<file path="config.mk">
export PLATFORM = sky130hd
export DESIGN_NAME = zegar_rtc_mux
export DESIGN_NICKNAME = d
export VERILOG_FILES = /design/src/rtl/zegar_rtc_mux.sv
export SDC_FILE = /design/constraint.sdc
export NUM_CORES = 1
export LEC_CHECK = 0
export BUFFER_PORTS_ARGS = -buffer_cell sky130_fd_sc_hd__buf_2
export CORE_MARGIN = 4
export CORE_UTILIZATION = 45
export DETAILED_ROUTE_END_ITERATION = 16
export SYNTH_ARGS = -nofsm -noshare
export SYNTH_HDL_FRONTEND = slang
export SYNTH_SLANG_ARGS = --single-unit
</file>
<file path="constraint.sdc">
create_clock -name clk_i -period 5.8 [get_ports clk_i]
set_input_delay 0 -clock clk_i [delete_from_list [all_inputs] [get_ports clk_i]]
set_output_delay 0 -clock clk_i [all_outputs]
set_load 0.1 [all_outputs]
</file>
<file path="src/rtl/zegar_rtc_mux.sv">
// rtl/zegar_rtc_mux.sv - BCD real-time clock with debounced set buttons and 8-digit 7-segment scan
module zegar_rtc_mux #(
    parameter int CLK_HZ          = 100_000_000,
    parameter int TEST_DIV        = 1_000,
    parameter int DEBOUNCE_CYCLES = 1_000_000,
    parameter int REPEAT_CYCLES   = 25_000_000,
    parameter int SCAN_CYCLES     = 100_000
) (
    input  logic       clk_i,
    input  logic       rst_i,
    input  logic       button_test_i,
    input  logic       button_hr_i,
    input  logic       button_min_i,
    output logic       tick_o,
    output logic [7:0] hh_o,
    output logic [7:0] mm_o,
    output logic [7:0] ss_o,
    output logic [7:0] led7_seg_o,
    output logic [7:0] led7_an_o
);

    localparam int MAX_DIV = (CLK_HZ > TEST_DIV) ? CLK_HZ : TEST_DIV;
    localparam int PW      = (MAX_DIV > 1) ? $clog2(MAX_DIV) : 1;
    localparam int DW      = (DEBOUNCE_CYCLES > 1) ? $clog2(DEBOUNCE_CYCLES) : 1;
    localparam int RW      = (REPEAT_CYCLES > 1) ? $clog2(REPEAT_CYCLES) : 1;
    localparam int SW      = (SCAN_CYCLES > 1) ? $clog2(SCAN_CYCLES) : 1;

    localparam logic [PW-1:0] TC_NORM  = PW'(CLK_HZ - 1);
    localparam logic [PW-1:0] TC_TEST  = PW'(TEST_DIV - 1);
    localparam logic [DW-1:0] DB_LAST  = DW'(DEBOUNCE_CYCLES - 1);
    localparam logic [RW-1:0] REP_LAST = RW'(REPEAT_CYCLES - 1);
    localparam logic [SW-1:0] SC_LAST  = SW'(SCAN_CYCLES - 1);

    localparam logic [7:0] SEG_DASH = 8'b1011_1111;

    // Button bit order: 0 = test, 1 = hour, 2 = minute
    logic [2:0]         raw;
    logic [2:0]         sync1_q, sync2_q;
    logic [2:0]         db_q, db_d, db_chg;
    logic [2:0][DW-1:0] db_cnt_q, db_cnt_d;

    // Set-event bit order: 0 = hour, 1 = minute
    logic [1:0]         prev_q;
    logic [1:0][RW-1:0] rep_q, rep_d;
    logic [1:0]         ev;

    logic [PW-1:0] pre_q, pre_d;
    logic [PW-1:0] tc;
    logic          wrap;
    logic          tick_q;

    logic [7:0] hh_q, hh_d, mm_q, mm_d, ss_q, ss_d;

    logic [SW-1:0] sc_q, sc_d;
    logic [2:0]    idx_q, idx_d;
    logic [7:0]    an_q, an_d, seg_q, seg_d;

    assign raw = {button_min_i, button_hr_i, button_test_i};

    function automatic logic [7:0] bcd_next(input logic [7:0] v, input logic [7:0] last);
        if (v == last)
            return 8'h00;
        else if (v[3:0] == 4'd9)
            return {v[7:4] + 4'd1, 4'd0};
        else
            return {v[7:4], v[3:0] + 4'd1};
    endfunction

    function automatic logic [7:0] hex7(input logic [3:0] d);
        case (d)
            4'd0:    return 8'hC0;
            4'd1:    return 8'hF9;
            4'd2:    return 8'hA4;
            4'd3:    return 8'hB0;
            4'd4:    return 8'h99;
            4'd5:    return 8'h92;
            4'd6:    return 8'h82;
            4'd7:    return 8'hF8;
            4'd8:    return 8'h80;
            4'd9:    return 8'h90;
            default: return 8'hFF;
        endcase
    endfunction

    // Two-flop synchronisers for the raw buttons
    always_ff @(posedge clk_i or negedge rst_i) begin
        if (!rst_i) begin
            sync1_q <= '0;
            sync2_q <= '0;
        end else begin
            sync1_q <= raw;
            sync2_q <= sync1_q;
        end
    end

    // Debounce: accept a new level only after it has differed for DEBOUNCE_CYCLES in a row
    always_comb begin
        db_d     = db_q;
        db_chg   = '0;
        db_cnt_d = '0;
        for (int b = 0; b < 3; b++) begin
            if (sync2_q[b] != db_q[b]) begin
                if (db_cnt_q[b] == DB_LAST) begin
                    db_d[b]   = sync2_q[b];
                    db_chg[b] = 1'b1;
                end else begin
                    db_cnt_d[b] = db_cnt_q[b] + 1'b1;
                end
            end
        end
    end

    // Debounced levels and their stability counters
    always_ff @(posedge clk_i or negedge rst_i) begin
        if (!rst_i) begin
            db_q     <= '0;
            db_cnt_q <= '0;
        end else begin
            db_q     <= db_d;
            db_cnt_q <= db_cnt_d;
        end
    end

    // Set events: debounced rising edge, then one more every REPEAT_CYCLES while held
    always_comb begin
        ev    = '0;
        rep_d = '0;
        for (int i = 0; i < 2; i++) begin
            ev[i] = (db_q[i+1] & ~prev_q[i]) |
                    (db_q[i+1] & prev_q[i] & (rep_q[i] == REP_LAST));
            if (db_q[i+1] && !ev[i])
                rep_d[i] = rep_q[i] + 1'b1;
        end
    end

    // Edge-detect history and repeat counters for the hour/minute buttons
    always_ff @(posedge clk_i or negedge rst_i) begin
        if (!rst_i) begin
            prev_q <= '0;
            rep_q  <= '0;
        end else begin
            prev_q <= db_q[2:1];
            rep_q  <= rep_d;
        end
    end

    // Prescaler next state; a mode change restarts the count so the first tick is a full period away
    always_comb begin
        tc    = db_q[0] ? TC_TEST : TC_NORM;
        wrap  = !db_chg[0] && (pre_q == tc);
        pre_d = pre_q + 1'b1;
        if (db_chg[0] || wrap)
            pre_d = '0;
    end

    // Prescaler and tick pulse register
    always_ff @(posedge clk_i or negedge rst_i) begin
        if (!rst_i) begin
            pre_q  <= '0;
            tick_q <= 1'b0;
        end else begin
            pre_q  <= pre_d;
            tick_q <= wrap;
        end
    end

    // Time next state: set events win over a coincident tick, which is then dropped
    always_comb begin
        hh_d = hh_q;
        mm_d = mm_q;
        ss_d = ss_q;
        if (ev[0] || ev[1]) begin
            if (ev[1]) begin
                mm_d = bcd_next(mm_q, 8'h59);
                ss_d = 8'h00;
            end
            if (ev[0])
                hh_d = bcd_next(hh_q, 8'h23);
        end else if (wrap) begin
            ss_d = bcd_next(ss_q, 8'h59);
            if (ss_q == 8'h59) begin
                mm_d = bcd_next(mm_q, 8'h59);
                if (mm_q == 8'h59)
                    hh_d = bcd_next(hh_q, 8'h23);
            end
        end
    end

    // BCD time registers
    always_ff @(posedge clk_i or negedge rst_i) begin
        if (!rst_i) begin
            hh_q <= 8'h00;
            mm_q <= 8'h00;
            ss_q <= 8'h00;
        end else begin
            hh_q <= hh_d;
            mm_q <= mm_d;
            ss_q <= ss_d;
        end
    end

    // Scan timing and digit pattern; index walks 0,7,6,...,1,0
    always_comb begin
        sc_d  = sc_q + 1'b1;
        idx_d = idx_q;
        if (sc_q == SC_LAST) begin
            sc_d  = '0;
            idx_d = idx_q - 3'd1;
        end
        an_d = ~(8'b1 << idx_q);
        case (idx_q)
            3'd7:    seg_d = hex7(hh_q[7:4]);
            3'd6:    seg_d = hex7(hh_q[3:0]);
            3'd5:    seg_d = SEG_DASH;
            3'd4:    seg_d = hex7(mm_q[7:4]);
            3'd3:    seg_d = hex7(mm_q[3:0]);
            3'd2:    seg_d = SEG_DASH;
            3'd1:    seg_d = hex7(ss_q[7:4]);
            default: seg_d = hex7(ss_q[3:0]) & {~db_q[0], 7'h7F};
        endcase
    end

    // Scan counter, digit index, and the anode/segment pair registered together
    always_ff @(posedge clk_i or negedge rst_i) begin
        if (!rst_i) begin
            sc_q  <= '0;
            idx_q <= 3'd0;
            an_q  <= 8'hFE;
            seg_q <= 8'hC0;
        end else begin
            sc_q  <= sc_d;
            idx_q <= idx_d;
            an_q  <= an_d;
            seg_q <= seg_d;
        end
    end

    assign tick_o     = tick_q;
    assign hh_o       = hh_q;
    assign mm_o       = mm_q;
    assign ss_o       = ss_q;
    assign led7_an_o  = an_q;
    assign led7_seg_o = seg_q;

endmodule

</file>
==> flow_summary.ini, run 1 <==
[detailed_routing]
post_drt_via_cell_ratio = 5.23
drc = 0
dr.pass1.iters = 5
vias = 8161
drt-initial-drc-count = 525
wl_um = 22900
wl_per_cell_um = 14.7
ant_nets = 0

[timing]
finalHoldViolCount = 0
whs_ps = 127
max_slew_margin_pct = 23.6
skew_ps = 10.6
rsz0062_at_grt = no
finalSetupViolCount = 0
period_needed_ps = 2920
fin_crit_sh_pct = 50.3
maxSlewViolCount = 0
setup_tns_ps = 0
fmax_ghz = 0.343
tightest_slew_ps = 1130
setup_ws_ps = 2880

[power_and_ir_drop]
power.density_mw_per_mm2 = 253
ir_worst_vdd_uv = 180
leakage_nw = 5.38

[clock_tree]
h-tree-depth = 1
cts_hold_buf = 6
cts_tree = done
clkLatencyLatePin_ps = 520
cts_made_buffers = 25
cts_root_buf = clkbuf_16
cts_setup_buffers = 0
cts_resized = 0
clkTransAtPathRegs_ps = 60
clock-sinks = 209
cts.path.max_buffers = 3

[setup_path]
critPathArrivalTime_ps = 3310
startpoint = pre_q[0]$_DFF_PN0_
path_max_fanout = 12
critPathCaptureType = flop
start_kind = flop
rrSetupSlack_ps = 2880
worstPathRequired_ps = 6200
path_class = flop to flop
r2r_start = pre_q[0]$_DFF_PN0_

[floorplanning]
std_cell_rows = 57
start_util_pct = 45.7
io_pins = 46
die-area_mm2 = 0.0272
die-width_um = 165
die_h_um = 165
core-area_mm2 = 0.0242

[placement]
placed_cells = 1512
hpwl_um = 15600
place_ws_ps = 2930
portBuffers = 45
place.gp.congestion = 0.885

[layout]
multiInputGateArea_mm2 = 0.00554
finalNonFillerCells = 1561
drive_above_1_share_pct = 9.62
diodes = 0
syn2layout_area_growth_pct = 13.5
ff_latch_area_mm2 = 0.00524
n_fill_cell = 2244
finalNetCount = 1273
fin_util_pct = 51.8

[global_routing]
grt_pass1_vias = 8008
grt_overflow = 0
grt_first_pass_wirelength_um = 39600
grt_max_degree = 82
track_usage_pct = 17.3
antenna_found_initial = 0

[synthesis]
syn_area_mm2 = 0.0111
synth_edf_count = 0
syn-instance-count = 1172
seq_area_frac_synth_pct = 47.3
syn-num-nets = 1224
ys_ff_latch = 209
synthArstFlopShare_pct = 100
yosys.cell_types.count = 70
yosys_most_used_dff = dfrtp_1
synth_area_per_cell_um2 = 9.45
yosysWarnings = 0

[min_path]
hold_class = input pin to flop
min_from = button_min_i

[run]
maxCapViolations = 0

[status]
status = finished, final reports clean
metrics by stage:
stage               instance area (µm²)  power [mW]
global route                      12600        3.30
floorplan                         11100        1.51
CTS                               12600        3.24
global placement                  11600        1.55
detailed placement                11600        1.55
finish                            12600        3.18
where the power goes:
group,total [mW],switching [mW],internal [mW]
clock,1.66,0.596,1.06
sequential,1.47,0.00612,1.47
combinational,0.0517,0.0404,0.0113
total,3.18,0.643,2.54
layout make-up:
| cell class | count | share of cell area (%) |
|---|---|---|
| clock inverters | 6 | 1.06 |
| well taps | 324 | 3.23 |
| inverters | 43 | 1.28 |
| repair buffers | 57 | 2.71 |
| multi-input cells | 885 | 44.0 |
| clock buffers | 37 | 5.97 |
| flip-flops and latches | 209 | 41.7 |
routing by layer:
metal  global-route usage (%)  vias to the layer above  wire length, µm
li1                         -                     4130                -
met1                     24.3                     3855            10800
met2                     27.6                      127            10500
met3                     2.45                       49              837
met4                     5.44                        0              765
met5                        0                        -                0
cell usage in the layout, fill, tap and decap left out, types with 7 or more instances in the layout:
master and instances:
dfstp_2 9, xnor2_1 60, nand2_1 93, nand3_1 72, and2_1 7, buf_2 44, and3_1 30, nand3b_1 7
clkbuf_8 8, a21oi_1 54, nand2b_1 15, dfrtp_1 200, nor4_1 12, nor2b_1 8, o21ai_1 10, and4_1 11
or3_1 13, nor2_1 190, a211oi_1 7, nand4_1 27, inv_1 43, ha_1 47, nor3_1 26, clkbuf_16 25
xor2_1 80, o21ai_0 37
state kept, by name, summed over array words and instances, names as in the netlist:
| register | cells |
|---|---|
| ss_o | 8 |
| mm_o | 8 |
| sync1_q | 3 |
| db_q | 3 |
| rep_q | 50 |
| sc_q | 17 |
| pre_q | 27 |
| led7_seg_o | 8 |
| idx_q | 3 |
| tick_o | 1 |
| sync2_q | 3 |
| hh_o | 8 |
| led7_an_o | 8 |
| prev_q | 2 |
| db_cnt_q | 60 |
final timing paths:
check	to	cells after the start
max	mm_o[7]$_DFFE_PN0P_	7
min	sync1_q[2]$_DFF_PN0_	2
max reg2reg	mm_o[7]$_DFFE_PN0P_	7
min reg2reg	sync2_q[1]$_DFF_PN0_	0
max in group asynchronous	pre_q[10]$_DFF_PN0_	4
min in group asynchronous	sc_q[4]$_DFF_PN0_	3
synthesized netlist by cell type (all sizes together), types with 3 or more instances:
cell type	instances	area [µm²]
dfrtp	200	5000
nor2	190	713
nand2	93	349
xor2	80	701
nand3	72	360
xnor2	60	526
a21oi	54	270
ha	47	588
o21ai	47	235
inv	43	161
and3	30	188
clkbuf	30	113
nor3	28	150
nand4	27	169
nand2b	15	93.8
nor4	14	109
or3	13	81.3
and4	11	96.3
dfstp	9	236
nor2b	8	50.1
a211oi	7	52.6
and2	7	43.8
nand3b	7	52.6
or4	7	60.1
mux2	6	75.1
nor4b	6	52.6
buf	5	30.0
a21o	4	30.0
mux2i	4	40.0
o211ai	4	30.0
o22ai	4	25.0
nand4b	3	26.3
o221ai	3	32.5
o311ai	3	33.8
or2	3	18.8
worst max-delay path: stages (launching register included):
cell	delay [ps]
dfrtp_1	370
ha_1	260
or4bb_1	430
nor4_1	370
o221ai_2	200
o41a_2	620
nor3_2	230
mux2_4	320
cells by family (layout without fill, tap and decap cells):
group	Yosys count	after routing	synth area share, %
compound gates	145	145	8.12
xor+xnor	140	140	11.1
fa+ha+maj	47	47	5.31
buf+inv	78	143	2.75
flops	209	209	47.3
mux	10	10	1.04
simple gates	543	543	24.4
Note: power is estimated with default switching activity, not from simulation.
==> run 2, diff against run 1 <==
==> constraint.sdc (replaced) <==
create_clock -name clk_i -period 2.9 [get_ports clk_i]
set_input_delay 0 -clock clk_i [delete_from_list [all_inputs] [get_ports clk_i]]
set_output_delay 0 -clock clk_i [all_outputs]
set_load 0.1 [all_outputs]
==> flow_summary.ini, run 2 (synthesized netlist as in run 1, its figures left out) <==
[status]
status = finished, final reports clean

[layout]
reg.largest.list = db_cnt_q (60), rep_q (50), pre_q (27)
drive_above_1_share_pct = 10.6
fin_util_pct = 52.0
largest_register_ffs = 60
syn2layout_area_growth_pct = 13.9
n_fill_cell = 2298
diodes = 0
finalNetCount = 1286
regMostFlops = db_cnt_q
ff_latch_area_mm2 = 0.00524
multiInputGateArea_mm2 = 0.00554
finalNonFillerCells = 1574
layout_common_cells = 200 x dfrtp_1, 190 x nor2_1, 93 x nand2_1, 80 x xor2_1, 72 x nand3_1
final_common_cell = dfrtp_1

[floorplanning]
die-width_um = 165
core-area_mm2 = 0.0242
die_h_um = 165
start_util_pct = 45.7
die-area_mm2 = 0.0272
std_cell_rows = 57
io_pins = 46

[detailed_routing]
wl_per_cell_um = 14.4
drc = 0
drt-initial-drc-count = 402
wl_um = 22700
vias = 8242
post_drt_via_cell_ratio = 5.24
dr.pass1.iters = 5
ant_nets = 0

[timing]
maxSlewViolCount = 0
fmax_ghz = 0.361
max_slew_margin_pct = 51.9
period_needed_ps = 2770
fin_crit_sh_pct = 95.4
rsz0062_at_grt = no
skew_ps = 16.0
setup_tns_ps = 0
finalSetupViolCount = 0
tightest_slew_ps = 722
finalHoldViolCount = 0

[setup_path]
start_kind = flop
crit_chain = ha_1, or4bb_1, nor4_1, o221ai_2, o41a_2, nor3_2, mux2_4
critPathArrivalTime_ps = 3170
path_max_fanout = 5
critPathSlowestCell = o41a_2
critPathCaptureType = flop
worstPathRequired_ps = 3300
cp_num_buf_inv = 0
path_delay_family = simple AND/OR/NAND/NOR gates
cp_slowest_stage_delay_ps = 540
path_class = flop to flop

[clock_tree]
cts_root_buf = clkbuf_16
clkLatencyLatePin_ps = 520
cts_made_buffers = 25
clkTransAtPathRegs_ps = 60
cts_tree = done
h-tree-depth = 1
cts_resized = 0
cts.path.max_buffers = 3
cts_setup_buffers = 0
clock-sinks = 209

[power_and_ir_drop]
combPwrFrac_pct = 1.8
power.density_mw_per_mm2 = 486
ir_worst_vdd_uv = 356
p_sw_mw = 1.27
leakage_nw = 5.42
share_clk_of_total_power_pct = 50.2
seqPwrFrac_pct = 48.1
intPower_mw = 4.86
p_sw_share_pct = 20.7

[global_routing]
grt_first_pass_wirelength_um = 39000
grt_max_degree = 94
grt_overflow = 0
antenna_found_initial = 0
grt_pass1_vias = 7970
track_usage_pct = 17.1

[placement]
hpwl_um = 15800
placed_cells = 1527
portBuffers = 45
place.gp.congestion = 0.902

[min_path]
hold_class = input pin to asynchronous set/reset pin

[run]
maxCapViolations = 0
==> run 2: worst register-to-register path, delay by kind of cell, from the launching register on <==
kind	cells	cell delay [ps]
adders and majority gates	1	250
AOI/OAI and AO/OA	2	730
DFF	1	360
and+or+nand+nor	3	1000
muxes	1	310
==> run 2: cell type report <==
class                           instances  area share, %
Multi-Input combinational cell        885           43.9
Sequential cell                       209           41.5
Clock buffer                           36           5.76
Timing Repair Buffer                   70           3.63
Tap cell                              324           3.21
Inverter                               43           1.28
Clock inverter                          7          0.714
==> run 2: repair_timing <==
item / CTS / global route
endpoints found under the setup margin: 0 / 0
endpoints found under the hold margin: 94 / 0
hold buffers: 4 / 0
==> run 2: routing by layer <==
metal	GRT usage (%)	part of all wire, %	vias up
met1	24.0	47	3911
met2	27.7	46	146
li1	-	-	4147
met4	4.61	2.6	0
met3	2.57	4.4	38
met5	0	0	-
==> run 2: worst paths after layout <==
kind	to	slack, ps	cells after the start	startpoint
worst min register to register	sync2_q[0]$_DFF_PN0_	350	0	sync1_q[0]$_DFF_PN0_
max in group asynchronous	db_cnt_q[8]$_DFF_PN0_	1980	3	rst_i
worst max register to register	mm_o[7]$_DFFE_PN0P_	130	7	pre_q[0]$_DFF_PN0_
worst max-delay path	mm_o[7]$_DFFE_PN0P_	130	7	pre_q[0]$_DFF_PN0_
min in group clk_i	sync1_q[0]$_DFF_PN0_	140	2	button_test_i
worst min-delay path	sc_q[7]$_DFF_PN0_	110	2	rst_i
==> run 2: power groups by stage <==
stage	clock network (mW)	registers (mW)	logic [mW]
floorplan	0	2.99	0.0302
global placement	0	3.00	0.108
detailed placement	0	3.00	0.110
CTS	3.18	2.94	0.114
global route	3.31	2.95	0.128
finish	3.08	2.94	0.107
==> run 2: stage by stage <==
stage          instance area, µm²  hold slack [ps]  power, mW  setup slack [ps]
6_report                    12600              108       6.13               132
3_3_place_gp                11800             83.0       3.10               212
5_1_grt                     12600              145       6.38              29.2
3_5_place_dp                11800             86.3       3.11               165
2_1_floorplan               11100             -296       3.02              18.0
4_1_cts                     12600              112       6.23               142
==> run 3, diff against run 2 <==
--- a/config.mk
+++ b/config.mk
@@ -5,7 +5,7 @@
 export SDC_FILE = /design/constraint.sdc
 export NUM_CORES = 1
 export LEC_CHECK = 0
-export BUFFER_PORTS_ARGS = -buffer_cell sky130_fd_sc_hd__buf_2
+export BUFFER_PORTS_ARGS = -buffer_cell sky130_fd_sc_hd__clkbuf_2
 export CORE_MARGIN = 4
 export CORE_UTILIZATION = 45
 export DETAILED_ROUTE_END_ITERATION = 16
==> flow_summary.ini, run 3 (synthesized netlist as in run 1, its figures left out) <==
[placement]
hpwl_um = 15800
place.gp.congestion = 0.919
portBuffers = 45

[timing]
fmax_ghz = 0.356
max_slew_margin_pct = 48.2
finalHoldViolCount = 0
period_needed_ps = 2810
whs_ps = 77.6
setup_tns_ps = 0
maxSlewViolCount = 0
fin_crit_sh_pct = 96.9
tightest_slew_ps = 777
rsz0062_at_grt = no
skew_ps = 17.3
finalSetupViolCount = 0

[status]
status = finished, final reports clean

[global_routing]
grt_pass1_vias = 8142
grt_max_degree = 100
track_usage_pct = 17.2
grtUsageMet1_pct = 23.6
grt_first_pass_wirelength_um = 39400
antenna_found_initial = 0
grt-busiest-layer = met2
met2_usage_pct = 28.4
grtUsageMet3_pct = 2.42
grt_overflow = 0

[setup_path]
critPathCaptureType = flop
start_kind = flop
path_max_fanout = 5
path_class = flop to flop
r2r_start = pre_q[0]$_DFF_PN0_
rrSetupSlack_ps = 90
reg2regPathDepth = 7
r2r-end = mm_o[7]$_DFFE_PN0P_
worstPathRequired_ps = 3310
critPathArrivalTime_ps = 3220

[detailed_routing]
drt-initial-drc-count = 549
drc = 0
post_drt_via_cell_ratio = 5.27
wl_um = 22500
wl_per_cell_um = 14.3
ant_nets = 0
dr.pass1.iters = 6
vias = 8317

[clock_tree]
clkLatencyLatePin_ps = 520
clkTransAtPathRegs_ps = 60
cts_root_buf = clkbuf_16
cts.path.max_buffers = 3
clock-sinks = 209
h-tree-depth = 1
cts_made_buffers = 25
cts_tree = done
cts_setup_buffers = 0

[layout]
diodes = 0
finalNetCount = 1288
largest_register_ffs = 60
syn2layout_area_growth_pct = 13.7
regMostFlops = db_cnt_q
final_common_cell = dfrtp_1
drive_above_1_share_pct = 10.7
reg.largest.list = db_cnt_q (60), rep_q (50), pre_q (27)
layout_common_cells = 200 x dfrtp_1, 190 x nor2_1, 93 x nand2_1, 80 x xor2_1, 72 x nand3_1

[floorplanning]
io_pins = 46
die_h_um = 165
core-area_mm2 = 0.0242
die-width_um = 165
die-area_mm2 = 0.0272
std_cell_rows = 57
start_util_pct = 45.7

[power_and_ir_drop]
leakage_nw = 5.40
power.density_mw_per_mm2 = 481
ir_worst_vdd_uv = 391

[run]
maxCapViolations = 0

[min_path]
hold_class = input pin to asynchronous set/reset pin
run 3: worst max path at each step:
| stage | startpoint | end | slack [ps] |
|---|---|---|---|
| 2_1_floorplan | ss_o[0]$_DFFE_PN0P_ | mm_o[7]$_DFFE_PN0P_ | 20 |
| 3_3_place_gp | pre_q[0]$_DFF_PN0_ | mm_o[7]$_DFFE_PN0P_ | 230 |
| 3_5_place_dp | pre_q[0]$_DFF_PN0_ | mm_o[7]$_DFFE_PN0P_ | 130 |
| 4_1_cts | pre_q[0]$_DFF_PN0_ | mm_o[2]$_DFFE_PN0P_ | 120 |
| 5_1_grt | pre_q[0]$_DFF_PN0_ | mm_o[7]$_DFFE_PN0P_ | 20 |
| 6_report | pre_q[0]$_DFF_PN0_ | mm_o[7]$_DFFE_PN0P_ | 90 |
run 3: repair_timing:
item	CTS	global route
endpoints found under the hold margin	98	0
hold buffers	4	0
endpoints found under the setup margin	0	0
gates resized for setup	0	0
run 3: metal layers:
metal  vias to the layer above  wire [µm]  share of wire [%]
met5                         -          0                  0
met4                         0        633                2.8
met3                        45        957                4.2
met2                       146      10400                 46
met1                      3961      10600                 47
li1                       4165          -                  -
run 3: critical path: stages, from the launching register on:
cell      delay [ps]
dfrtp_1          370
ha_1             260
or4bb_1          420
nor4_1           390
o221ai_2         200
o41a_2           550
nor3_2           210
mux2_4           310
run 3: final cells by class:
cell class	instances	area (µm²)
clock inverters	9	97.6
flip-flops and latches	209	5240
well taps	324	405
repair buffers	72	460
inverters	43	161
fillers	2243	11700
multi-input cells	885	5540
clock buffers	35	693
run 3: per-stage QoR:
stage	cells	power (mW)	worst slack (ps)	utilization, %	area [µm²]
2_1_floorplan	1172	3.02	18.0	-	11100
3_3_place_gp	1529	3.10	229	48.5	11800
3_5_place_dp	1529	3.11	134	48.5	11800
4_1_cts	1577	6.17	121	51.9	12600
5_1_grt	1577	6.29	22.0	51.9	12600
6_report	1577	6.06	91.0	51.9	12600
run 3: power breakdown:
part	internal (mW)	switching, mW	total [mW]	leakage, nW
sequential	2.93	0.0125	2.95	2.84
clock	1.83	1.17	3.01	0.390
combinational	0.0255	0.0812	0.107	2.17
